===== src/rtl/mem_arb_pkg.sv =====
// Shared types for the memory port arbiter:
// FSM states, owner encoding and width defaults.
package mem_arb_pkg;

  localparam int DEF_ADDR_W = 28;
  localparam int DEF_LINE_W = 128;
  localparam int CNT_W      = 4;

  typedef enum logic [1:0] {
    IDLE,
    GNT_I,
    GNT_D,
    RELEASE
  } state_e;

  typedef enum logic [1:0] {
    OWN_NONE,
    OWN_I,
    OWN_D
  } owner_e;

endpackage


===== src/rtl/mem_arb_fairness_ctr.sv =====
// Counts consecutive D grants taken while I waits and
// raises force_i once the run limit is reached.
module mem_arb_fairness_ctr
  import mem_arb_pkg::*;
#(
  parameter int MAX_D_RUN = 4
) (
  input  logic clk,
  input  logic rst,
  input  logic d_grant,
  input  logic i_grant,
  input  logic i_pending,
  output logic force_i
);

  localparam logic [CNT_W-1:0] RUN_MAX = CNT_W'(MAX_D_RUN);

  logic [CNT_W-1:0] run_cnt_q, run_cnt_d;

  always_comb begin
    run_cnt_d = run_cnt_q;
    if (i_grant) begin
      run_cnt_d = '0;
    end else if (d_grant) begin
      if (!i_pending) begin
        run_cnt_d = '0;
      end else if (run_cnt_q != RUN_MAX) begin
        run_cnt_d = run_cnt_q + 1'b1;
      end
    end
  end

  always_ff @(posedge clk or posedge rst) begin
    if (rst) begin
      run_cnt_q <= '0;
    end else begin
      run_cnt_q <= run_cnt_d;
    end
  end

  assign force_i = (run_cnt_q == RUN_MAX);

endmodule


===== src/rtl/mem_port_arbiter.sv =====
// Shares the memory line port between the I-cache and
// D-cache engines; D has priority, bounded by a fairness run.
module mem_port_arbiter
  import mem_arb_pkg::*;
#(
  parameter int ADDR_W    = DEF_ADDR_W,
  parameter int LINE_W    = DEF_LINE_W,
  parameter int MAX_D_RUN = 4
) (
  input  logic              clk,
  input  logic              rst,
  input  logic              i_mem_read,
  input  logic [ADDR_W-1:0] i_mem_addr,
  output logic [LINE_W-1:0] i_mem_rdata,
  output logic              i_mem_ready,
  input  logic              d_mem_read,
  input  logic              d_mem_write,
  input  logic [ADDR_W-1:0] d_mem_addr,
  input  logic [LINE_W-1:0] d_mem_wdata,
  output logic [LINE_W-1:0] d_mem_rdata,
  output logic              d_mem_ready,
  output logic              mem_read,
  output logic              mem_write,
  output logic [ADDR_W-1:0] mem_addr,
  output logic [LINE_W-1:0] mem_wdata,
  input  logic [LINE_W-1:0] mem_rdata,
  input  logic              mem_ready,
  output logic              grant_i,
  output logic              grant_d
);

  state_e state_q, state_d;
  owner_e owner_q, owner_d;

  logic              mem_read_q, mem_read_d;
  logic              mem_write_q, mem_write_d;
  logic [ADDR_W-1:0] mem_addr_q, mem_addr_d;
  logic [LINE_W-1:0] mem_wdata_q, mem_wdata_d;

  logic d_req;
  logic do_gnt_i;
  logic do_gnt_d;
  logic force_i;

  assign d_req = d_mem_read | d_mem_write;

  always_comb begin
    state_d     = state_q;
    owner_d     = owner_q;
    mem_read_d  = mem_read_q;
    mem_write_d = mem_write_q;
    mem_addr_d  = mem_addr_q;
    mem_wdata_d = mem_wdata_q;
    do_gnt_i    = 1'b0;
    do_gnt_d    = 1'b0;
    unique case (state_q)
      IDLE: begin
        if (d_req && !(i_mem_read && force_i)) begin
          do_gnt_d    = 1'b1;
          state_d     = GNT_D;
          owner_d     = OWN_D;
          // write-back goes first; the refill re-arbitrates
          mem_write_d = d_mem_write;
          mem_read_d  = !d_mem_write;
          mem_addr_d  = d_mem_addr;
          mem_wdata_d = d_mem_wdata;
        end else if (i_mem_read) begin
          do_gnt_i    = 1'b1;
          state_d     = GNT_I;
          owner_d     = OWN_I;
          mem_write_d = 1'b0;
          mem_read_d  = 1'b1;
          mem_addr_d  = i_mem_addr;
          mem_wdata_d = '0;
        end
      end
      GNT_I, GNT_D: begin
        if (mem_ready) begin
          state_d     = RELEASE;
          owner_d     = OWN_NONE;
          mem_read_d  = 1'b0;
          mem_write_d = 1'b0;
        end
      end
      RELEASE: state_d = IDLE;
      default: state_d = IDLE;
    endcase
  end

  always_ff @(posedge clk or posedge rst) begin
    if (rst) begin
      state_q     <= IDLE;
      owner_q     <= OWN_NONE;
      mem_read_q  <= 1'b0;
      mem_write_q <= 1'b0;
      mem_addr_q  <= '0;
      mem_wdata_q <= '0;
    end else begin
      state_q     <= state_d;
      owner_q     <= owner_d;
      mem_read_q  <= mem_read_d;
      mem_write_q <= mem_write_d;
      mem_addr_q  <= mem_addr_d;
      mem_wdata_q <= mem_wdata_d;
    end
  end

  mem_arb_fairness_ctr #(
    .MAX_D_RUN(MAX_D_RUN)
  ) u_fair (
    .clk      (clk),
    .rst      (rst),
    .d_grant  (do_gnt_d),
    .i_grant  (do_gnt_i),
    .i_pending(i_mem_read),
    .force_i  (force_i)
  );

  assign mem_read  = mem_read_q;
  assign mem_write = mem_write_q;
  assign mem_addr  = mem_addr_q;
  assign mem_wdata = mem_wdata_q;
  assign grant_i   = (owner_q == OWN_I);
  assign grant_d   = (owner_q == OWN_D);

  // owner is NONE outside GNT_x, so stray mem_ready is dropped
  assign i_mem_ready = grant_i & mem_ready;
  assign d_mem_ready = grant_d & mem_ready;
  assign i_mem_rdata = i_mem_ready ? mem_rdata : '0;
  assign d_mem_rdata = d_mem_ready ? mem_rdata : '0;

endmodule


===== config.mk =====
export PLATFORM = sky130hd
export DESIGN_NAME = mem_port_arbiter
export DESIGN_NICKNAME = d
export VERILOG_FILES = /design/src/rtl/mem_arb_pkg.sv /design/src/rtl/mem_arb_fairness_ctr.sv /design/src/rtl/mem_port_arbiter.sv
export SDC_FILE = /design/constraint.sdc
export NUM_CORES = 1
export LEC_CHECK = 0
export ABC_AREA = 1
export BUFFER_PORTS_ARGS = -buffer_cell sky130_fd_sc_hd__buf_2
export CORE_AREA = 3 3 284 286
export CTS_CLUSTER_DIAMETER = 30
export DETAILED_ROUTE_END_ITERATION = 10
export DIE_AREA = 0 0 287 289
export GPL_TIMING_DRIVEN = 0
export PLACE_DENSITY = 0.38
export RECOVER_POWER = 50
export SETUP_SLACK_MARGIN = 0.02
export SLEW_MARGIN = 10
export SYNTH_ARGS = -nofsm -noshare
export SYNTH_HDL_FRONTEND = slang
export SYNTH_SLANG_ARGS = --single-unit

===== constraint.sdc =====
create_clock -name clk -period 6.07 [get_ports clk]
set_input_delay 1.214 -clock clk [delete_from_list [all_inputs] [get_ports clk]]
set_output_delay 1.214 -clock clk [all_outputs]
set_load 0.05 [all_outputs]

==> impl_results.md, run 1 <==
- Ys Warns: 0
- Placed cell count: 3061
- FP Rows: 103
- Post_cts resized: 0
- Post-DP Area: 0.01360 mm2
- Clk slew on worst S/H paths: 70 ps
- WL per Instance: 19.62 um
- Yosys top cell area share: 0.4847
- Worst Hold Path EP: mem_addr[18]
- Post-CTS setup buffers: 0
- Die H: 289 um
- Yosys cell types: 21
- Hold Crit Start: mem_addr[18]
- DR pass1 iterations: 5
- Die X: 287 um
- # clock sinks: 166
- Dpl hpwl: 52970 um
- Routed WL: 60960 um
- Clock root buffer: clkbuf_16
- Psw: 4.656 mW
- Share of total power in sequential cells: 0.239
- Grt total ovfl: 0
- Syn-to-layout area delta: 65.65%
- Io pins: 736
- Fin nets: 2352
- Maximum VDD drop: 0.0002615 V
- Hold Path Cell Cnt: 2
- Synth top area cells: dfrtp_1 (48%), nand2_1 (22%), nor2_1 (11%), inv_1 (8.6%), nand3_1 (3.5%)
- Vias: 10560
- Design internal power: 3.291 mW
- Critical Path AT: 2880 ps
- F_max: 0.2443 GHz
- Initial drt markers: 420
- Clock Skew: 33.08 ps
- Cell Count, Final, Fillers Out: 3107
- DP Worst Slack: 1924 ps
- Failing checks: capacitance limit, slew limit
- Critical path required time: 4860 ps
- Clock network latency to the later pin of the worst-skew pair: 490 ps
- Largest net degree at the start of global routing: 101
- Tot GR Track Use: 0.1399
- Reg-to-reg slack, setup: 3460 ps
- Worst setup path class: reg2out
- Max Cap Viol: 1
- Port Buf Inserts: 735
- Top cell type by total area after synthesis: dfrtp_1
- Most frequent cells in the layout: buf_2 (718), nand2_1 (497), nor2_1 (262)
- Crit path max fanout: 10
- Mapped Nets: 1597
- Final Hold Vio Count: 0
- RD Place Congestion: 0.8926
- Slew headroom: -1.245
- Min cycle time layout: 4094 ps
- Least-Margin Pin Slew: 3349 ps
- Die area: 0.08294 mm2
- Share of cells above drive strength 1: 0.3759
- Layout fillers: 9265
- RR Endpoint: mem_wdata[45]
- Design Area, Final: 0.01420 mm2
- Status: finished, violations left
- # hold bufs at CTS: 0
- Core Area: 0.07861 mm2
- Commonest non-fill, non-tap cell in the layout: buf_2
- Worst r2r src: state_q[0]
- Switch share: 0.5859
- Post-route ant nets: 0
- Tot Pwr: 7.948 mW
- Via density: 3.398
- Startpoint types: flip-flop
- Initial Util: 0.1090
- Clock share of power: 0.160
- Gate power share: 0.601
- LEAKAGE: 9.020 nW
- Post-Syn Area per Cell: 6.722 um2
- Register area share after synthesis: 0.4847
- Max Buffers Root-to-Sink: 2
- CTS Buf Count: 17
- H-tree depth: 4
- #FFs+latches synth: 166
- Worst hold path class: reg2reg
- Synthesized area: 0.008571 mm2
- Final setup violation count: 0
- CTS tree: done
- Crit share post-route: 0.6744
- Initial antenna violation count: 50
- DRC viols: 0
- RSZ-0062 raised after global routing: false
- Pins Over Slew Limit: 67
- Worst r2r path cells: 9
- First-pass GRT wire length: 80300 um
- Post-synthesis cell count: 1275
- Vias in the first global route: 10270
- Crit end category: output port
- Power Dens Cells: 559.8 mW/mm2
- Setup WS post-layout: 1976 ps
## metrics by stage
step                      hold WS [ps]  setup TNS, ps  utilization
after floorplan                  448.8              0            -
after global placement           458.6        -410380       0.1725
after detailed placement         459.7              0       0.1730
after CTS                        480.1              0       0.1813
after global routing             487.7              0       0.1805
final                            475.5              0       0.1806
## critical path, cell delays in order, from the launching register on
cell and delay, ps:
dfrtp_1 400, nor2_1 450, nand2_1 150, clkbuf_1 360
buf_2 330, nor2_1 350, buf_2 350
## worst max path at each step
| stage | depth (start not counted) | start | endpoint | slack [ps] |
|---|---|---|---|---|
| after detailed placement | 6 | mem_ready | i_mem_rdata[100] | 1920 |
| after CTS | 6 | mem_ready | i_mem_rdata[100] | 1920 |
| after global routing | 6 | mem_ready | i_mem_rdata[100] | 1920 |
| after global placement | 2 | rst | mem_wdata[92] | -2500 |
| final | 6 | owner_q[1] | i_mem_rdata[100] | 1980 |
| after floorplan | 1 | rst | mem_addr[0] | 370 |
## synthesized netlist by cell type
cell type  number
buf_2          40
or2_2           1
inv_1         197
buf_6           2
buf_4          10
nand3_1        60
nand2_1       495
dfrtp_1       166
clkbuf_1       14
nand2_2         2
nor2_2          2
nor2_1        261
nand4_1         1
xnor2_1         1
buf_1           5
ha_1            4
inv_2           4
nand3b_1        1
o21bai_1        1
o21ai_0         7
a21oi_2         1
## cell type report
| type | instances | area, um2 | area share |
|---|---|---|---|
| Sequential cell | 166 | 4154 | 0.2926 |
| Timing Repair Buffer | 736 | 3650 | 0.2571 |
| Multi-Input combinational cell | 837 | 3282 | 0.2312 |
| Tap cell | 1050 | 1314 | 0.09254 |
| Inverter | 201 | 755.7 | 0.05323 |
| Clock buffer | 19 | 442.9 | 0.03120 |
| Buffer | 71 | 354.1 | 0.02494 |
| Clock inverter | 13 | 210.2 | 0.01481 |
| Antenna cell | 14 | 35.03 | 0.002468 |
## cell families after synthesis
family,count (synthesis),share of synthesized area
DFF,166,0.4847
buffers and inverters,272,0.1311
AOI/OAI and AO/OA,9,0.005985
xor gates and xnor gates,1,0.001022
and+or+nand+nor,823,0.3714
adders and majority gates,4,0.005840
## power by group through the flow
stage / Sequential, mW / Combinational, mW / Clock, mW
5_1_grt: 1.97 / 5.13 / 1.36
2_1_floorplan: 3.62 / 1.74 / 0
3_3_place_gp: 1.91 / 4.92 / 0
6_report: 1.90 / 4.78 / 1.27
3_5_place_dp: 1.90 / 4.91 / 0
4_1_cts: 1.90 / 4.91 / 1.33
## registers in the layout, summed over array words and instances, names as in the netlist
name,count
u_fair.run_cnt_q,4
mem_wdata,128
state_q,2
owner_q,2
mem_read,1
mem_write,1
mem_addr,28
## per-layer routing
metal,global-route usage,wire [um],part of all wire,vias to the layer above
li1,-,-,-,5190
met1,0.1557,22940,0.38,4762
met2,0.2490,31790,0.52,495
met3,0.03273,4146,0.068,107
met4,0.07116,2053,0.034,4
met5,0,24,0.00039,-
Power figures use the tool's default switching activity.
==> run 2, diff against run 1 <==
==> constraint.sdc (replaced) <==
create_clock -name clk -period 4.3 [get_ports clk]
set_input_delay 0.86 -clock clk [delete_from_list [all_inputs] [get_ports clk]]
set_output_delay 0.86 -clock clk [all_outputs]
set_load 0.05 [all_outputs]
==> run 2 against run 1 <==
Compared with the run above:
- the flow still finishes with violations (capacitance limit, slew limit)
- sequential share of layout area is 0.32 points higher
- sequential power up 42%
- combinational power grew 40%
- die area unchanged
- critical path depth is the same
- clock power increased by 28%
- via count rose by 0.34%
- worst setup slack worse by 1400 ps
- critical path type unchanged
- critical endpoint is now d_mem_rdata[100]
- largest cell class unchanged
- highest routed layer unchanged
==> impl_results.md, run 2 (synthesis gave the netlist of run 1 again) <==
- Status: finished, violations left
- Failing checks: capacitance limit, slew limit
- Reg-to-reg slack, setup: 1840 ps
- Grt total ovfl: 0
- CTS tree: done
- First-pass GRT wire length: 79760 um
- Commonest non-fill, non-tap cell in the layout: buf_2
- Die area: 0.08294 mm2
- Die H: 289 um
- Clock network latency to the later pin of the worst-skew pair: 490 ps
- Tot Pwr: 10.99 mW
- Routed WL: 60510 um
- Hold Crit Start: mem_wdata[91]
- Design Area, Final: 0.01404 mm2
- Crit path max fanout: 10
- Vias: 10590
- RD Place Congestion: 0.9062
- Worst r2r path cells: 9
- Critical path required time: 3440 ps
- Min cycle time layout: 3702 ps
- Max Cap Viol: 2
- RSZ-0062 raised after global routing: false
- Fin nets: 2356
- Startpoint types: flip-flop
- Max reg flops: 128
- Slew headroom: -0.2743
- Vias in the first global route: 10220
- Via density: 3.413
- Final setup violation count: 0
- Initial antenna violation count: 50
- Die X: 287 um
- RR Endpoint: mem_wdata[65]
- Post-DP Area: 0.01367 mm2
- Hold Path Cell Cnt: 2
- Clk slew on worst S/H paths: 70 ps
- H-tree depth: 4
- Clock root buffer: clkbuf_16
- Post-route ant nets: 0
- Initial drt markers: 441
- F_max: 0.2702 GHz
- Clock Skew: 23.01 ps
- Worst r2r src: state_q[1]
- Tot GR Track Use: 0.1385
- Util after Layout: 0.1786
- DRC viols: 0
- Post-CTS setup buffers: 0
- Crit end category: output port
- Critical Path AT: 2840 ps
- Maximum VDD drop: 0.0003569 V
- Largest net degree at the start of global routing: 34
- Io pins: 736
- Crit share post-route: 0.8608
- # clock sinks: 166
- Dpl hpwl: 51690 um
- WL per Instance: 19.49 um
- Port Buf Inserts: 735
- Share of cells above drive strength 1: 0.3341
- Final Hold Vio Count: 0
- CTS Buf Count: 17
- FP Rows: 103
- Syn-to-layout area delta: 63.84%
- Post_cts resized: 0
- Least-Margin Pin Slew: 1911 ps
- # hold bufs at CTS: 0
- LEAKAGE: 8.704 nW
- Hold slack: 477.8 ps
- Worst Hold Path EP: mem_wdata[91]
- Power Dens Cells: 783.0 mW/mm2
- Core Area: 0.07861 mm2
- DR pass1 iterations: 5
- Most frequent cells in the layout: buf_2 (630), nand2_1 (496), nor2_1 (261)
- Initial Util: 0.1090
- Pins Over Slew Limit: 60
- Worst setup path class: reg2out
- DP Worst Slack: 817.4 ps
- Setup WS post-layout: 598.4 ps
- Max Buffers Root-to-Sink: 2
- Worst hold path class: reg2reg
## run 2: changes by cell type in the layout (fill, tap and decap cells not counted), sizes merged
cell / change
buf: -87
bufinv: -4
clkbuf: +90
clkinv: +3
clkinvlp: +1
diode: -7
inv: +1
## run 2: worst max-delay path, cell delays in order, from the launching register on
cell	delay [ps]
dfrtp_1	410
nor2_1	390
nand2_1	190
clkbuf_1	390
buf_2	360
nor2_1	280
buf_2	330
## run 2: power breakdown
group | internal, mW | leakage (nW) | switching (mW)
Sequential | 2.30 | 2.07 | 0.400
Clock | 0.794 | 0.289 | 0.828
Combinational | 1.23 | 6.34 | 5.45
## run 2: stage by stage
step,setup TNS [ps],cells
after floorplan,0,1275
after global placement,-48070,3060
after detailed placement,0,3065
after CTS,0,3097
after global routing,0,3101
final,0,3104
## run 2: routing by layer
metal	up-vias	GRT usage	wire length [um]	share of wire
met2	469	0.2566	32290	0.53
met1	4821	0.1511	22810	0.38
li1	5197	-	-	-
met3	99	0.03721	3839	0.063
met4	8	0.04901	1521	0.025
met5	-	0	44	0.00073
## run 2: worst max path at each step
stage               slack, ps  cells after the start          endpoint        from
finish                    600                      6  d_mem_rdata[100]  owner_q[0]
global route              290                      5     mem_wdata[92]         rst
CTS                       540                      7  i_mem_rdata[103]  owner_q[0]
detailed placement        820                      6  i_mem_rdata[103]   mem_ready
global placement         -330                      2      mem_addr[20]         rst
floorplan                1130                      5  d_mem_rdata[118]  owner_q[0]
## run 2: cell type report
class,count,area (um2)
clock inverter,14,156.4
antenna,7,17.52
multi-input combinational,837,3287
clock buffer,18,439.2
inverter,201,755.7
tap,1050,1314
sequential,166,4154
buffer,71,359.1
timing repair buffer,740,3560
fill,9244,64570
